`src/rtl/trigger_seq.sv`:
```
// Logic-analyser trigger stage: edge/level comparators form an event vector that,
// together with the current state, indexes a bus-writable next-state/trigger table.
module trigger_seq #(
  parameter int unsigned SDW = 32,
  parameter int unsigned TCN = 4,
  parameter int unsigned TSW = 4,
  parameter int unsigned BAW = 9
) (
  input  logic           clk,
  input  logic           rst,
  input  logic           arm,
  input  logic           bus_wen,
  input  logic [BAW-1:0] bus_adr,
  input  logic [SDW-1:0] bus_wdata,
  output logic           sti_tready,
  input  logic           sti_tvalid,
  input  logic [SDW-1:0] sti_tdata,
  input  logic           sto_tready,
  output logic           sto_tvalid,
  output logic [SDW-1:0] sto_tdata,
  output logic [TCN-1:0] sto_tevent,
  output logic [TSW-1:0] sto_tstate,
  output logic           sto_ttrig,
  output logic           trg_done
);

  localparam int unsigned TAW    = TCN + TSW;
  localparam int unsigned TDEPTH = 2**TAW;

  logic           xfer;
  logic [TCN-1:0] event_vec;

  logic [SDW-1:0] prev_q, prev_d;
  logic [TSW-1:0] state_q, state_d;
  logic           trg_done_q, trg_done_d;
  logic           sto_tvalid_q, sto_tvalid_d;
  logic [SDW-1:0] sto_tdata_q, sto_tdata_d;
  logic [TCN-1:0] sto_tevent_q, sto_tevent_d;
  logic [TSW-1:0] sto_tstate_q, sto_tstate_d;
  logic           sto_ttrig_q, sto_ttrig_d;

  logic [TSW:0]   tbl_mem [TDEPTH];
  logic [TSW:0]   tbl_rd;
  logic           tbl_wen;

  // Comparators: mask registers live beside the comparator that uses them.
  for (genvar gi = 0; gi < TCN; gi++) begin : g_cmp
    localparam logic [BAW-5:0] KIDX = (BAW-4)'(gi);

    logic [SDW-1:0] m00_q, m00_d, m01_q, m01_d, m10_q, m10_d, m11_q, m11_d;
    logic           mode_q, mode_d;
    logic           hit;
    logic [SDW-1:0] m;

    assign hit = bus_wen & ~bus_adr[BAW-1] & (bus_adr[BAW-2:3] == KIDX);

    always_comb begin
      m00_d  = m00_q;
      m01_d  = m01_q;
      m10_d  = m10_q;
      m11_d  = m11_q;
      mode_d = mode_q;
      if (hit) begin
        case (bus_adr[2:0])
          3'd0:    m00_d  = bus_wdata;
          3'd1:    m01_d  = bus_wdata;
          3'd2:    m10_d  = bus_wdata;
          3'd3:    m11_d  = bus_wdata;
          3'd4:    mode_d = bus_wdata[0];
          default: ;
        endcase
      end
    end

    always_ff @(posedge clk or posedge rst) begin
      if (rst) begin
        m00_q  <= '0;
        m01_q  <= '0;
        m10_q  <= '0;
        m11_q  <= '0;
        mode_q <= 1'b0;
      end else begin
        m00_q  <= m00_d;
        m01_q  <= m01_d;
        m10_q  <= m10_d;
        m11_q  <= m11_d;
        mode_q <= mode_d;
      end
    end

    assign m = (~prev_q & ~sti_tdata & m00_q) | (~prev_q & sti_tdata & m01_q) |
               ( prev_q & ~sti_tdata & m10_q) | ( prev_q & sti_tdata & m11_q);
    assign event_vec[gi] = mode_q ? (|m) : (&m);
  end

  // State table: registered write, combinational read so a same-cycle write is seen next transfer.
  assign tbl_wen = bus_wen & bus_adr[BAW-1];

  always_ff @(posedge clk) begin
    if (tbl_wen) begin
      tbl_mem[bus_adr[TAW-1:0]] <= bus_wdata[TSW:0];
    end
  end

  assign tbl_rd = tbl_mem[{event_vec, state_q}];

  assign sti_tready = ~sto_tvalid_q | sto_tready;
  assign xfer       = sti_tvalid & sti_tready;

  always_comb begin
    prev_d       = prev_q;
    state_d      = state_q;
    trg_done_d   = trg_done_q;
    sto_tvalid_d = sto_tvalid_q;
    sto_tdata_d  = sto_tdata_q;
    sto_tevent_d = sto_tevent_q;
    sto_tstate_d = sto_tstate_q;
    sto_ttrig_d  = sto_ttrig_q;
    if (sto_tready) begin
      sto_tvalid_d = 1'b0;
    end
    if (xfer) begin
      prev_d       = sti_tdata;
      sto_tvalid_d = 1'b1;
      sto_tdata_d  = sti_tdata;
      sto_tevent_d = event_vec;
      if (arm) begin
        state_d     = tbl_rd[TSW-1:0];
        sto_ttrig_d = tbl_rd[TSW];
        trg_done_d  = trg_done_q | tbl_rd[TSW];
      end else begin
        state_d     = '0;
        sto_ttrig_d = 1'b0;
      end
      sto_tstate_d = state_d;
    end
    // Disarmed: sequencer held idle regardless of traffic.
    if (!arm) begin
      state_d    = '0;
      trg_done_d = 1'b0;
    end
  end

  always_ff @(posedge clk or posedge rst) begin
    if (rst) begin
      prev_q       <= '0;
      state_q      <= '0;
      trg_done_q   <= 1'b0;
      sto_tvalid_q <= 1'b0;
      sto_tdata_q  <= '0;
      sto_tevent_q <= '0;
      sto_tstate_q <= '0;
      sto_ttrig_q  <= 1'b0;
    end else begin
      prev_q       <= prev_d;
      state_q      <= state_d;
      trg_done_q   <= trg_done_d;
      sto_tvalid_q <= sto_tvalid_d;
      sto_tdata_q  <= sto_tdata_d;
      sto_tevent_q <= sto_tevent_d;
      sto_tstate_q <= sto_tstate_d;
      sto_ttrig_q  <= sto_ttrig_d;
    end
  end

  assign sto_tvalid = sto_tvalid_q;
  assign sto_tdata  = sto_tdata_q;
  assign sto_tevent = sto_tevent_q;
  assign sto_tstate = sto_tstate_q;
  assign sto_ttrig  = sto_ttrig_q;
  assign trg_done   = trg_done_q;

endmodule

```
`config.mk`:
```
export PLATFORM = sky130hd
export DESIGN_NAME = trigger_seq
export DESIGN_NICKNAME = d
export VERILOG_FILES = /design/src/rtl/trigger_seq.sv
export SDC_FILE = /design/constraint.sdc
export NUM_CORES = 2
export LEC_CHECK = 0
export ABC_AREA = 1
export ABC_CLOCK_PERIOD_IN_PS = 51400
export CAP_MARGIN = 20
export CORE_ASPECT_RATIO = 1.5
export CORE_MARGIN = 5
export CORE_UTILIZATION = 45
export CTS_BUF_LIST = sky130_fd_sc_hd__clkbuf_4
export DETAILED_ROUTE_END_ITERATION = 6
export PLACE_DENSITY = 0.58
export SLEW_MARGIN = 5
export SYNTH_ARGS = -nofsm -noshare
export SYNTH_HDL_FRONTEND = slang
export SYNTH_SLANG_ARGS = --single-unit
```
`constraint.sdc`:
```
create_clock -name clk -period 51.4 [get_ports clk]
set_input_delay 12.85 -clock clk [delete_from_list [all_inputs] [get_ports clk]]
set_output_delay 12.85 -clock clk [all_outputs]
set_load 0.01 [all_outputs]
```
==> impl_metrics.csv <==
group,metric,value,unit
sta,clock.fmax,37.14,MHz
sta,fin_crit,26.92,ns
floorplan,io_pins,123,
cells_and_area,area_growth,10.34,%
cells_and_area,fill_cells,15790,
clock_tree,worstSkewPairLatency,1.37,ns
cells_and_area,design_area,85650,um2
routing,drt-pass1-iter-count,6,
setup_path,r2r_end,"trg_done$_DFFE_PP0P_",
status,outcome,"finished, final reports clean",
routing,routed_via_density,5.525,
floorplan,die_y,518.7,um
routing,vias,56205,
routing,wl_per_cell,22.06,um
sta,finClkSkew,0.08749,ns
cells_and_area,fin_cells,10172,
synthesis,syn_inst,7482,
cells_and_area,drive_gt1_share,10.28,%
routing,final_antenna_net_count,0,
placed_design,gp_congestion,0.8618,
setup_path,critPathCaptureType,"output pin",
synthesis,synth_largest_area_cell,"edfxtp_1",
setup_path,critPathArrivalTime,14.07,ns
global_route,grt_pass1_wl,338.0,mm
clock_tree,htree_levels,5,
synthesis,ys_warn_count,0,
synthesis,synth_edf_count,1280,
sta,hold_viol,0,
setup_path,r2r_cells,13,
sta,slew_violations,0,
flow_run,maxCapViolations,0,
sta,whs,0.4841,ns
clock_tree,cts_root_buf,"clkbuf_4",
synthesis,syn_area,77630,um2
power,vdd_drop_max,0.02306,mV
setup_path,startpoint_type,"input pin",
floorplan,row_count,186,
synthesis,ys_types,39,
power,total_leakage_power,0.03329,uW
worst_hold_path,min-delay-path-class,"flip-flop to flip-flop",
setup_path,worstPathRequired,38.55,ns
synthesis,yosysTopAreaCellShare,49.51,%
floorplan,start_util,45.26,%
synthesis,syn-mean-instance-area,10.38,um2
setup_path,crit_type,"input pin to output pin",
synthesis,synth_seq_area_share,67.66,%
power,power.density,37.04,nW/um2
global_route,grt_overflow,0,
clock_tree,numClockSinks,1843,
setup_path,crit_fanout,4,
floorplan,fp.dieArea,181100,um2
routing,drt_iter0_drc,4631,
synthesis,synth_nets,7561,
setup_path,slowest_stage,"clkdlybuf4s50_1",
synthesis,ys_top_cells_by_area,"edfxtp_1 50%, dfrtp_1 18%, nand2_1 10%",
global_route,grt_pass1_vias,55969,
setup_path,cp-endpoint,"sti_tready",
setup_path,critPathMostFrequentCell,"clkdlybuf4s50_1",
global_route,antenna_found_initial,6,
floorplan,core_area,171500,um2
setup_path,r2r_slack,46.44,ns
clock_tree,cts_made_buffers,444,
sta,final.setup.tns,0,ns
synthesis,synth_top_flop_cell,"edfxtp_1",
placed_design,hpwlAfterDp,130.3,mm
routing,drcViolationCount,0,
floorplan,die_width,349.1,um
routing,wl,224.4,mm
cells_and_area,nNetsFinal,7674,
placed_design,dp_cells,9404,
sta,period_share,52.38,%
sta,rsz0062_at_grt,"false",
placed_design,portBuffers,122,
global_route,grt_max_degree,212,
synthesis,postSynth.asyncResetShare,30.55,%
sta,max_slew_margin,24.96,%
clock_tree,cts_setup_buffers,0,
clock_tree,cts_tree,"built",
cells_and_area,multi_input_area,22280,um2
clock_tree,clkSlewWorstSetupHoldPaths,0.05,ns
clock_tree,cts_hold_buf,0,
global_route,gr-usage-all-layers,24.29,%
setup_path,slowest_delay,0.57,ns
cells_and_area,seq_area,52540,um2
setup_path,crit_start,"sto_tready",
sta,tightest_slew,1.126,ns
cells_and_area,final_util,49.94,%
setup_path,path_cells,"clkdlybuf4s50_1, inv_1, nand2_1, clkdlybuf4s50_1",
sta,setup_viol,0,
synthesis,yosys_register_bits,1843,
setup_path,reg2reg_from,"state_q[0]$_DFFE_PP0P_",
clock_tree,clk_path_buf_depth,4,
placed_design,post_dp_cell_area,80220,um2
clock_tree,cts_resized,0,
[cells in the mapped netlist (2+ instances only)]
cell / number
and2_1: 2
and3_1: 8
buf_2: 106
inv_2: 30
a22oi_1: 98
dfrtp_1: 563
nor2_1: 612
o21ai_1: 17
nand2_1: 2092
buf_1: 31
nand4_1: 36
clkbuf_1: 356
nor4_2: 2
o21ai_0: 668
a32o_1: 16
a221o_1: 3
inv_1: 179
nand2_2: 2
o211ai_1: 27
nor3_1: 23
o221ai_1: 53
a21oi_1: 318
nor2_2: 29
o22ai_1: 18
o311ai_0: 45
buf_4: 24
nand3_1: 833
edfxtp_1: 1280
[kinds of logic after synthesis]
kind of cell           Yosys count  share of synthesized area (%)
AOI/OAI and AO/OA             1267                          9.218
buffers and inverters          727                          3.812
DFF                           1843                          67.66
and+or+nand+nor               3645                          19.31
[flip-flops by register name (all words and copies together) (netlist names)]
register,cells
tbl_mem,1280
g_cmp.m00_q,128
g_cmp.m01_q,128
g_cmp.m10_q,128
g_cmp.m11_q,128
sto_tdata,32
g_cmp.mode_q,4
state_q,4
sto_tevent,4
sto_tstate,4
sto_ttrig,1
sto_tvalid,1
trg_done,1
[through the flow]
stage	worst slack, ns	power, uW
2_1_floorplan	22.80	1887
3_3_place_gp	24.47	2043
3_5_place_dp	24.48	2046
4_1_cts	24.48	3208
5_1_grt	24.44	3320
6_report	24.48	3173
[cell usage in the layout (no fill, tap or decap), types with 45 or more instances in the layout]
master           instances
nor2_1                 611
dfrtp_1                559
inv_1                  177
a22oi_1                 98
o21ai_0                668
a21oi_1                318
buf_4                   55
o311ai_0                45
o221ai_1                53
clkbuf_4               627
edfxtp_1              1280
clkdlybuf4s50_1        117
nand2_1               2074
nand3_1                833
clkinv_1               106
[area by class of cell]
class,instances,share of cell area [%]
Tap cell,2256,3.295
Inverter,209,0.9466
Clock inverter,133,0.7976
Timing Repair Buffer,185,2.096
Clock buffer,627,5.495
Multi-Input combinational cell,4912,26.01
Sequential cell,1843,61.34
Antenna cell,7,0.02045
[worst max-delay path: cells and delay by family]
kind / cells / cell delay [ns]
buffers and inverters: 3 / 1.06
and+or+nand+nor: 1 / 0.16
[how the worst min path moves through the flow]
stage | end | start | cells past startpoint
floorplan | g_cmp[3].m00_q[17]$_DFFE_PP0P_ | g_cmp[3].m00_q[17]$_DFFE_PP0P_ | 2
global placement | g_cmp[3].m11_q[26]$_DFFE_PP0P_ | g_cmp[3].m11_q[26]$_DFFE_PP0P_ | 2
detailed placement | g_cmp[2].m10_q[23]$_DFFE_PP0P_ | g_cmp[2].m10_q[23]$_DFFE_PP0P_ | 2
CTS | g_cmp[2].m11_q[23]$_DFFE_PP0P_ | g_cmp[2].m11_q[23]$_DFFE_PP0P_ | 2
global route | g_cmp[3].m01_q[25]$_DFFE_PP0P_ | g_cmp[3].m01_q[25]$_DFFE_PP0P_ | 2
finish | g_cmp[2].m11_q[4]$_DFFE_PP0P_ | g_cmp[2].m11_q[4]$_DFFE_PP0P_ | 2
[per-layer routing]
layer	vias up	GRT usage (%)	wire [um]
met1	27313	28.87	85200
met5	-	0	38
met3	488	4.442	14050
li1	26473	-	-
met2	1925	42.73	114900
met4	6	11.15	10190
[where the power goes]
part	total [uW]	leakage (uW)	switching (uW)	internal (uW)
Clock	1160	0.00321	570	588
Sequential	1640	0.0192	28.7	1610
Combinational	377	0.0108	276	101
Total	3170	0.0333	876	2300
Note: power is estimated with default switching activity, not from simulation.
